<file path="src/rtl/peripheral_wb_pkg.sv">
// Shared constants and state type for the Wishbone request bridge.
package peripheral_wb_pkg;

    localparam logic [2:0] CTI_CLASSIC = 3'b000;
    localparam logic [2:0] CTI_INC     = 3'b010;
    localparam logic [2:0] CTI_END     = 3'b111;
    localparam logic [1:0] BTE_LINEAR  = 2'b00;

    localparam logic READ  = 1'b0;
    localparam logic WRITE = 1'b1;

    typedef enum logic [1:0] {
        IDLE  = 2'd0,
        WLOAD = 2'd1,
        BUS   = 2'd2,
        DRAIN = 2'd3
    } bridge_state_t;

endpackage

</file>
<file path="src/rtl/peripheral_bridge_req_wb.sv">
// Wishbone B3 master: turns cmd/wdat channels into classic or incrementing-burst cycles.
// Optional slave-response timeout when PERIPHERAL_WB_TIMEOUT_EN is defined.
//
// state | meaning
// IDLE  | cmd_ready high, waiting for a command
// WLOAD | cycle open, stb low, waiting for the next write beat
// BUS   | stb high, waiting for ack/err/rty (stb low here = retry gap)
// DRAIN | bus released after error, discarding leftover write beats
module peripheral_bridge_req_wb
    import peripheral_wb_pkg::*;
#(
    parameter int DW = 32,
    parameter int AW = 32,
    parameter int LW = 4
`ifdef PERIPHERAL_WB_TIMEOUT_EN
    , parameter int TIMEOUT = 256
`endif
) (
    input  logic            i_wb_clk,
    input  logic            i_wb_rst,
    input  logic            i_cmd_valid,
    output logic            o_cmd_ready,
    input  logic            i_cmd_we,
    input  logic [AW-1:0]   i_cmd_adr,
    input  logic [LW-1:0]   i_cmd_len,
    input  logic [DW/8-1:0] i_cmd_sel,
    input  logic            i_wdat_valid,
    output logic            o_wdat_ready,
    input  logic [DW-1:0]   i_wdat,
    output logic            o_rdat_valid,
    output logic [DW-1:0]   o_rdat,
    output logic            o_rsp_valid,
    output logic            o_rsp_err,
    output logic [AW-1:0]   o_wb_adr,
    output logic [DW-1:0]   o_wb_dat,
    output logic [DW/8-1:0] o_wb_sel,
    output logic            o_wb_we,
    output logic            o_wb_cyc,
    output logic            o_wb_stb,
    output logic [2:0]      o_wb_cti,
    output logic [1:0]      o_wb_bte,
    input  logic [DW-1:0]   i_wb_dat,
    input  logic            i_wb_ack,
    input  logic            i_wb_err,
    input  logic            i_wb_rty
);

    bridge_state_t r_state;
    logic          r_we;
    logic [LW-1:0] r_len;
    logic [LW-1:0] r_cnt;

    logic          w_err;
    logic          w_last;
    logic          w_cmd_acc;
    logic          w_wdat_acc;
    logic [LW-1:0] w_cnt_nxt;
    logic [2:0]    w_cti_nxt;

    assign w_last     = (r_cnt == r_len);
    assign w_cmd_acc  = i_cmd_valid & o_cmd_ready;
    assign w_wdat_acc = i_wdat_valid & o_wdat_ready;
    assign w_cnt_nxt  = r_cnt + 1'b1;
    assign w_cti_nxt  = (w_cnt_nxt == r_len) ? CTI_END : CTI_INC;
    assign o_wb_bte   = BTE_LINEAR;

`ifdef PERIPHERAL_WB_TIMEOUT_EN
    localparam int TW = $clog2(TIMEOUT + 1);
    logic [TW-1:0] r_tmo;
    logic          w_tmo;

    // Reloads whenever stb is low or a beat completes, so each beat gets a fresh window.
    always_ff @(posedge i_wb_clk) begin
        if (i_wb_rst || !o_wb_stb || i_wb_ack || i_wb_err || i_wb_rty)
            r_tmo <= TW'(TIMEOUT - 1);
        else if (r_tmo != '0)
            r_tmo <= r_tmo - 1'b1;
    end

    assign w_tmo = o_wb_stb && (r_tmo == '0);
    assign w_err = i_wb_err | w_tmo;
`else
    assign w_err = i_wb_err;
`endif

    always_ff @(posedge i_wb_clk) begin
        if (i_wb_rst) begin
            r_state      <= IDLE;
            r_we         <= READ;
            r_len        <= '0;
            r_cnt        <= '0;
            o_cmd_ready  <= 1'b0;
            o_wdat_ready <= 1'b0;
            o_rdat_valid <= 1'b0;
            o_rdat       <= '0;
            o_rsp_valid  <= 1'b0;
            o_rsp_err    <= 1'b0;
            o_wb_adr     <= '0;
            o_wb_dat     <= '0;
            o_wb_sel     <= '0;
            o_wb_we      <= 1'b0;
            o_wb_cyc     <= 1'b0;
            o_wb_stb     <= 1'b0;
            o_wb_cti     <= CTI_CLASSIC;
        end else begin
            o_rdat_valid <= 1'b0;
            o_rsp_valid  <= 1'b0;
            o_rsp_err    <= 1'b0;
            case (r_state)
                IDLE: begin
                    // Ready stays low in the cycle of rsp_valid, so a waiting command lands one cycle later.
                    o_cmd_ready <= 1'b1;
                    if (w_cmd_acc) begin
                        o_cmd_ready <= 1'b0;
                        r_we        <= i_cmd_we;
                        r_len       <= i_cmd_len;
                        r_cnt       <= '0;
                        o_wb_adr    <= i_cmd_adr;
                        o_wb_sel    <= i_cmd_sel;
                        o_wb_we     <= i_cmd_we;
                        o_wb_cyc    <= 1'b1;
                        o_wb_cti    <= (i_cmd_len == '0) ? CTI_CLASSIC : CTI_INC;
                        if (i_cmd_we == WRITE) begin
                            o_wdat_ready <= 1'b1;
                            r_state      <= WLOAD;
                        end else begin
                            o_wb_stb <= 1'b1;
                            r_state  <= BUS;
                        end
                    end
                end
                WLOAD: begin
                    if (w_wdat_acc) begin
                        o_wdat_ready <= 1'b0;
                        o_wb_dat     <= i_wdat;
                        o_wb_stb     <= 1'b1;
                        r_state      <= BUS;
                    end
                end
                BUS: begin
                    if (!o_wb_stb) begin
                        o_wb_stb <= 1'b1;
                    end else if (w_err) begin
                        o_wb_cyc    <= 1'b0;
                        o_wb_stb    <= 1'b0;
                        o_rsp_valid <= 1'b1;
                        o_rsp_err   <= 1'b1;
                        if (r_we == WRITE && !w_last) begin
                            // r_cnt now counts write beats still owed by the upstream
                            r_cnt        <= r_len - r_cnt;
                            o_wdat_ready <= 1'b1;
                            r_state      <= DRAIN;
                        end else begin
                            r_state <= IDLE;
                        end
                    end else if (i_wb_ack) begin
                        if (r_we == READ) begin
                            o_rdat_valid <= 1'b1;
                            o_rdat       <= i_wb_dat;
                        end
                        if (w_last) begin
                            o_wb_cyc    <= 1'b0;
                            o_wb_stb    <= 1'b0;
                            o_rsp_valid <= 1'b1;
                            r_state     <= IDLE;
                        end else begin
                            o_wb_adr <= o_wb_adr + AW'(DW / 8);
                            r_cnt    <= w_cnt_nxt;
                            o_wb_cti <= w_cti_nxt;
                            if (r_we == WRITE) begin
                                o_wb_stb     <= 1'b0;
                                o_wdat_ready <= 1'b1;
                                r_state      <= WLOAD;
                            end
                        end
                    end else if (i_wb_rty) begin
                        o_wb_stb <= 1'b0;
                    end
                end
                DRAIN: begin
                    if (w_wdat_acc) begin
                        if (r_cnt == LW'(1)) begin
                            o_wdat_ready <= 1'b0;
                            r_state      <= IDLE;
                        end else begin
                            r_cnt <= r_cnt - 1'b1;
                        end
                    end
                end
                default: r_state <= IDLE;
            endcase
        end
    end

endmodule
</file>
<file path="config.mk">
export PLATFORM = sky130hd
export DESIGN_NAME = peripheral_bridge_req_wb
export DESIGN_NICKNAME = d
export VERILOG_FILES = /design/src/rtl/peripheral_wb_pkg.sv /design/src/rtl/peripheral_bridge_req_wb.sv
export SDC_FILE = /design/constraint.sdc
export NUM_CORES = 1
export LEC_CHECK = 0
export CAP_MARGIN = 40
export CORE_UTILIZATION = 45
export CTS_CLUSTER_SIZE = 10
export DETAILED_ROUTE_END_ITERATION = 7
export PLACE_DENSITY = 0.92
export SETUP_SLACK_MARGIN = 0.3
export SKIP_LAST_GASP = 1
export SLEW_MARGIN = 20
export SYNTH_ARGS = -nofsm -noshare
export SYNTH_HDL_FRONTEND = slang
export SYNTH_SLANG_ARGS = --single-unit
</file>
<file path="constraint.sdc">
create_clock -name i_wb_clk -period 6.6 [get_ports i_wb_clk]
set_input_delay 0.99 -clock i_wb_clk [delete_from_list [all_inputs] [get_ports i_wb_clk]]
set_output_delay 0.99 -clock i_wb_clk [all_outputs]
set_load 0.1 [all_outputs]
</file>
After elaboration in Yosys (flattened, before gate mapping)

Index checks and enable logic that the tools add are counted.

Register bits after elaboration: 121
Logic and storage cells: 136

Muxes and demuxes: 68
Eq/ne operators: 23
Reduce and logical (&&, ||, !) cells: 18
Bitwise logic cells: 7
Add/subtract/negate cells: 4

Operators by type and width:

| kind                                                | number |
|---|---|
| 2-to-1 mux 32 bit                                   | 5 |
| one-hot mux 32 bit (2 select lines)                 | 1 |
| adder 32 x 3 -> 32 bit, second input constant       | 1 |
| 2-to-1 mux 4 bit                                    | 8 |
| 2-to-1 mux 1 bit                                    | 30 |
| 2-to-1 mux 2 bit                                    | 12 |
| inequality test 2 bit, second input constant        | 11 |
| 2-to-1 mux 3 bit                                    | 6 |
| inequality test 3 bit, second input constant        | 5 |
| one-hot mux 4 bit (3 select lines)                  | 1 |
| AND reduction 10 bit                                | 1 |
| AND reduction 5 bit                                 | 2 |
| equality test 4 bit                                 | 2 |
| one-hot mux 2 bit (4 select lines)                  | 1 |
| AND reduction 8 bit                                 | 1 |
| AND reduction 7 bit                                 | 1 |
| one-hot mux 3 bit (2 select lines)                  | 1 |
| AND reduction 6 bit                                 | 1 |
| nonzero test 3 bit                                  | 2 |
| inverter 1 bit                                      | 5 |
| OR reduction 5 bit                                  | 1 |
| adder 4 x 1 -> 4 bit, second input constant         | 1 |
| equality test 2 bit, second input constant          | 2 |
| equality test 4 x 1 -> 1 bit, second input constant | 1 |
| 16 further kinds                                    | 18 |

Longest topological paths before layout

Depth after elaboration: 8
Mapped depth: 10
Depth with buffers taken out: 8

Worst setup path before layout

Ideal clock, no wire load.

Kind: register to register
From: register o_wb_adr[3]
To: register o_wb_adr[16]
Data arrival time: 2.565 ns
Period minus slack after synthesis: 2.684 ns
Setup slack: 3.916 ns
Cell stages (with the launch flop): 7
Cell sequence: dfxtp_1 > ha_1 > nand3_1 > nor4_2 > buf_2 > a41oi_1 > o221a_2

Cells in the longest elaborated chain, start to end: 6

Ends and longest elaborated chain:

| what                                | line                            | text |
|---|---|---|
| start, declared                     | peripheral_bridge_req_wb.sv:34  | `output logic [AW-1:0] o_wb_adr,` |
| start signal, assigned              | peripheral_bridge_req_wb.sv:118 | `o_wb_adr <= i_cmd_adr;` |
| start signal, assigned              | peripheral_bridge_req_wb.sv:167 | `o_wb_adr <= o_wb_adr + AW'(DW / 8);` |
| adder 32 x 3 -> 32 bit              | peripheral_bridge_req_wb.sv:167 |  |
| 2-to-1 mux 32 bit                   | peripheral_bridge_req_wb.sv:161 | `if (w_last) begin` |
| 2-to-1 mux 32 bit                   | peripheral_bridge_req_wb.sv:156 | `end else if (i_wb_ack) begin` |
| 2-to-1 mux 32 bit                   | peripheral_bridge_req_wb.sv:143 | `end else if (w_err) begin` |
| 2-to-1 mux 32 bit                   | peripheral_bridge_req_wb.sv:141 | `if (!o_wb_stb) begin` |
| one-hot mux 32 bit (2 select lines) | peripheral_bridge_req_wb.sv:109 | `case (r_state)` |

Every way passes these cells. The select of a mux whose other input is x is not followed.
A chain may end at the register's enable or synchronous reset.

Final worst setup path

From: input i_cmd_valid
To: register o_wb_adr[31]

Cells in the longest elaborated chain, start to end: 3

Ends and longest elaborated chain:

| what                                   | line                           | text |
|---|---|---|
| start, declared                        | peripheral_bridge_req_wb.sv:21 | `input logic i_cmd_valid,` |
| bitwise AND 1 bit                      | peripheral_bridge_req_wb.sv:61 | `assign w_cmd_acc = i_cmd_valid & o_cmd_ready;` |
| inequality test 2 bit (no source line) | n/a                            |  |
| AND reduction 6 bit (no source line)   | n/a                            |  |

Every way passes these cells.

==> results.py <==
metrics = {
    "cts": {
        "post_cts.repair.setup_buffers": 0,
        "cts_tree": "done",
        "cts_made_buffers": 17,
        "postCtsResizedCells": 0,
        "clock_sinks": 120,
        "clockRootBuffer": "clkbuf_16",
        "clkTransAtPathRegs_ps": 50,
        "cts.path.max_buffers": 2,
        "clkLatencyLatePin_ps": 420,
        "htree_levels": 4,
        "hold_buffers": 0,
    },
    "detailed_routing": {
        "first_pass_iters": 7,
        "via_per_inst": 5.78,
        "post_drt_wl_per_cell_um": 19.5,
        "wl_um": 23800,
        "route.detailed.drc": 0,
        "drt_iter0_markers": 901,
        "final_antenna_net_count": 0,
        "dr_total_vias": 7044,
    },
    "cells_and_area": {
        "final_nets": 1157,
        "diodes": 0,
        "drive_above_1_share_pct": 16.8,
        "design_area_um2": 10500,
        "fin_util_pct": 86.7,
        "syn_to_final_growth_pct": 85.8,
    },
    "global_route": {
        "overflow": 0,
        "grt_max_degree": 81,
        "grt_pass1_wl_um": 36700,
        "grt_usage_pct": 36.8,
        "grt_pass1_vias": 7115,
        "antenna_found_initial": 0,
    },
    "logic_synthesis": {
        "yosysTopAreaCellShare_pct": 42.3,
        "seq_area_frac_synth_pct": 42.3,
        "synth_warnings": 0,
        "synth_ff_type": "dfxtp_1",
        "synth-edff-count": 0,
        "ys_async_sr_fraction_pct": 0,
        "postSynthCellCount": 733,
        "syn_avg_cell_area_um2": 7.75,
        "syn_area_um2": 5680,
        "ys_seq_elements": 120,
        "synthTopCellsByArea": "dfxtp_1 (42%), nand2_1 (12%), a21oi_1 (10%)",
        "yosysTopAreaCell": "dfxtp_1",
        "synth_cell_type_count": 63,
    },
    "critical_path": {
        "crit_top_cell": "buf_4",
        "worstSetupPathType": "in2reg",
        "reg2reg_setup_slack_ps": 3520,
        "crit_chain": "clkdlybuf4s50_1, nand2_1, nor3_2, buf_6, buf_4, nor2_2, buf_4, nor2_1, a221o_1",
        "r2r-end": "o_wb_adr[31]$_SDFFE_PP0P_",
        "crit_start": "i_cmd_valid",
        "cp_slowest_cell": "nor2_2",
        "slowest_delay_ps": 600,
        "r2r-start": "r_cnt[2]$_SDFFE_PP0P_",
        "critPathMaxFanout": 18,
        "reg2reg_depth": 8,
        "crit_family": "buffers and inverters",
        "critPathLaunchType": "input port",
        "path_buf_inv": 4,
        "critical_path_required_ps": 6900,
        "cp.arrival_ps": 3480,
        "end_kind": "flip-flop",
    },
    "status": {
        "status": "finished clean",
    },
    "die": {
        "die_y_um": 114,
        "placeableCoreArea_um2": 12200,
        "placementRows": 40,
        "initial_core_util_pct": 46.7,
        "die_w_um": 114,
        "pin_count": 225,
        "dieArea_um2": 13100,
    },
    "hold_path": {
        "hp-start": "o_wb_dat[10]$_SDFFE_PP0P_",
        "whs_path_depth": 2,
        "holdPathEnd": "o_wb_dat[10]$_SDFFE_PP0P_",
        "hold_class": "reg2reg",
    },
    "placement": {
        "dp_hpwl_um": 16700,
        "placed_area_um2": 9920,
        "place_congestion": 0.879,
        "io_buffers": 222,
    },
    "sta": {
        "slew_headroom_pct": 44.0,
        "finalMaxSlewViolations": 0,
        "hold_viol_final": 0,
        "tightest_slew_ps": 838,
        "fmax_ghz": 0.315,
        "setup_viol": 0,
        "final.setup.tns_ps": 0,
        "post-route-min-period_ps": 3180,
        "finClkSkew_ps": 10.5,
        "rsz0062_at_grt": "false",
        "fin_crit_sh_pct": 48.2,
    },
    "pwr": {
        "ir_worst_vdd_mv": 0.206,
        "p_leak_uw": 0.00386,
        "p_per_area_nw_per_um2": 269,
        "power_uw": 2840,
    },
    "job": {
        "maxCapViolCount": 0,
    },
}
==> synth_stat cells, drive strengths merged (4+ instances only) <==
cell type  instances
inv                9
nand2            183
a22oi              5
nor3              12
a311oi             6
nand4              7
nor3b              8
a21o               6
nor4              10
a2bb2oi            4
o211a              4
a211oi             5
a41oi              4
o21ai             26
a31oi              9
dfxtp            120
and3               5
buf               17
nor2b              6
nor2              38
and2               4
ha                 7
a21oi            113
a32o               5
clkbuf            45
xor2               4
o31ai              6
nand3             22
or3                4
==> worst min-delay path, stage by stage, from the launching register on <==
cell	delay [ps]
dfxtp_1	300
nand2_1	50
a21oi_1	50
==> cells by family (layout without fill, tap and decap cells) <==
kind of cell / after synthesis / after routing / synth area share, %
AO/OA/AOI/OAI: 216 / 216 / 24.2
flip-flops: 120 / 120 / 42.3
adder cells (fa/ha/maj): 8 / 8 / 1.90
XOR/XNOR: 7 / 7 / 1.41
AND/OR/NAND/NOR: 310 / 310 / 24.4
other: 1 / 2 / 0.0660
buffers and inverters: 71 / 387 / 5.73
==> how the worst max path moves through the flow <==
| stage | end | depth (start not counted) |
|---|---|---|
| after floorplan | o_wb_adr[16]$_SDFFE_PP0P_ | 6 |
| after global placement | o_wb_adr[14]$_SDFFE_PP0P_ | 7 |
| after detailed placement | o_wb_adr[14]$_SDFFE_PP0P_ | 8 |
| after CTS | o_wb_adr[14]$_SDFFE_PP0P_ | 8 |
| after global routing | o_wb_adr[31]$_SDFFE_PP0P_ | 9 |
| final | o_wb_adr[31]$_SDFFE_PP0P_ | 9 |
==> cell type report <==
| type | count | area (µm²) |
|---|---|---|
| fill | 604 | 1610 |
| timing repair buffer | 346 | 4350 |
| clock inverter | 12 | 126 |
| clock buffer | 20 | 457 |
| sequential | 120 | 2400 |
| multi-input combinational | 543 | 2970 |
| tap | 168 | 210 |
| inverter | 9 | 33.8 |
==> routing by layer <==
layer	vias up	share of wire, %	wire [µm]	GRT usage (%)
met3	132	7.1	1690	9.90
li1	3185	-	-	-
met5	-	0	0	0
met4	0	6.4	1510	22.2
met1	3295	35	8250	38.2
met2	432	52	12300	66.3
==> metrics by stage <==
step / setup WS (ps) / std cells / hold WS (ps)
2_1_floorplan: 3920 / 734 / 436
3_3_place_gp: 2650 / 1071 / 441
3_5_place_dp: 2800 / 1184 / 447
4_1_cts: 3220 / 1216 / 454
5_1_grt: 3350 / 1218 / 470
6_report: 3420 / 1218 / 449
==> cell usage in the layout (no fill, tap or decap), types with 6 or more instances in the layout <==
cell / netlist / final
a21oi_1: 113 / 113
nor2_1: 37 / 36
nand3_1: 21 / 21
nor3b_1: 8 / 8
clkdlybuf4s50_1: 0 / 221
nor4_1: 8 / 8
buf_4: 4 / 10
o31ai_1: 6 / 6
o21ai_0: 26 / 26
a21o_1: 6 / 6
a31oi_1: 9 / 9
dfxtp_1: 120 / 120
ha_1: 7 / 7
nand2_1: 183 / 183
nand4_1: 7 / 7
inv_1: 9 / 9
clkbuf_16: 0 / 17
nor3_1: 12 / 10
buf_8: 0 / 87
buf_16: 0 / 27
==> flip-flops by register name (all words and copies together) (netlist names) <==
name / cells
o_rdat: 32
o_wb_adr: 32
o_wb_dat: 32
o_wb_sel: 4
r_cnt: 4
r_len: 4
o_wb_cti: 2
r_state: 2
o_cmd_ready: 1
o_rdat_valid: 1
o_rsp_err: 1
o_rsp_valid: 1
o_wb_cyc: 1
o_wb_stb: 1
o_wdat_ready: 1
r_we: 1
==> power breakdown <==
group          leakage, µW  internal, µW  switching [µW]
registers         0.000972           777            81.1
clock network     0.000286           573             341
logic              0.00261           416             648
(Power assumes the default switching activity.)
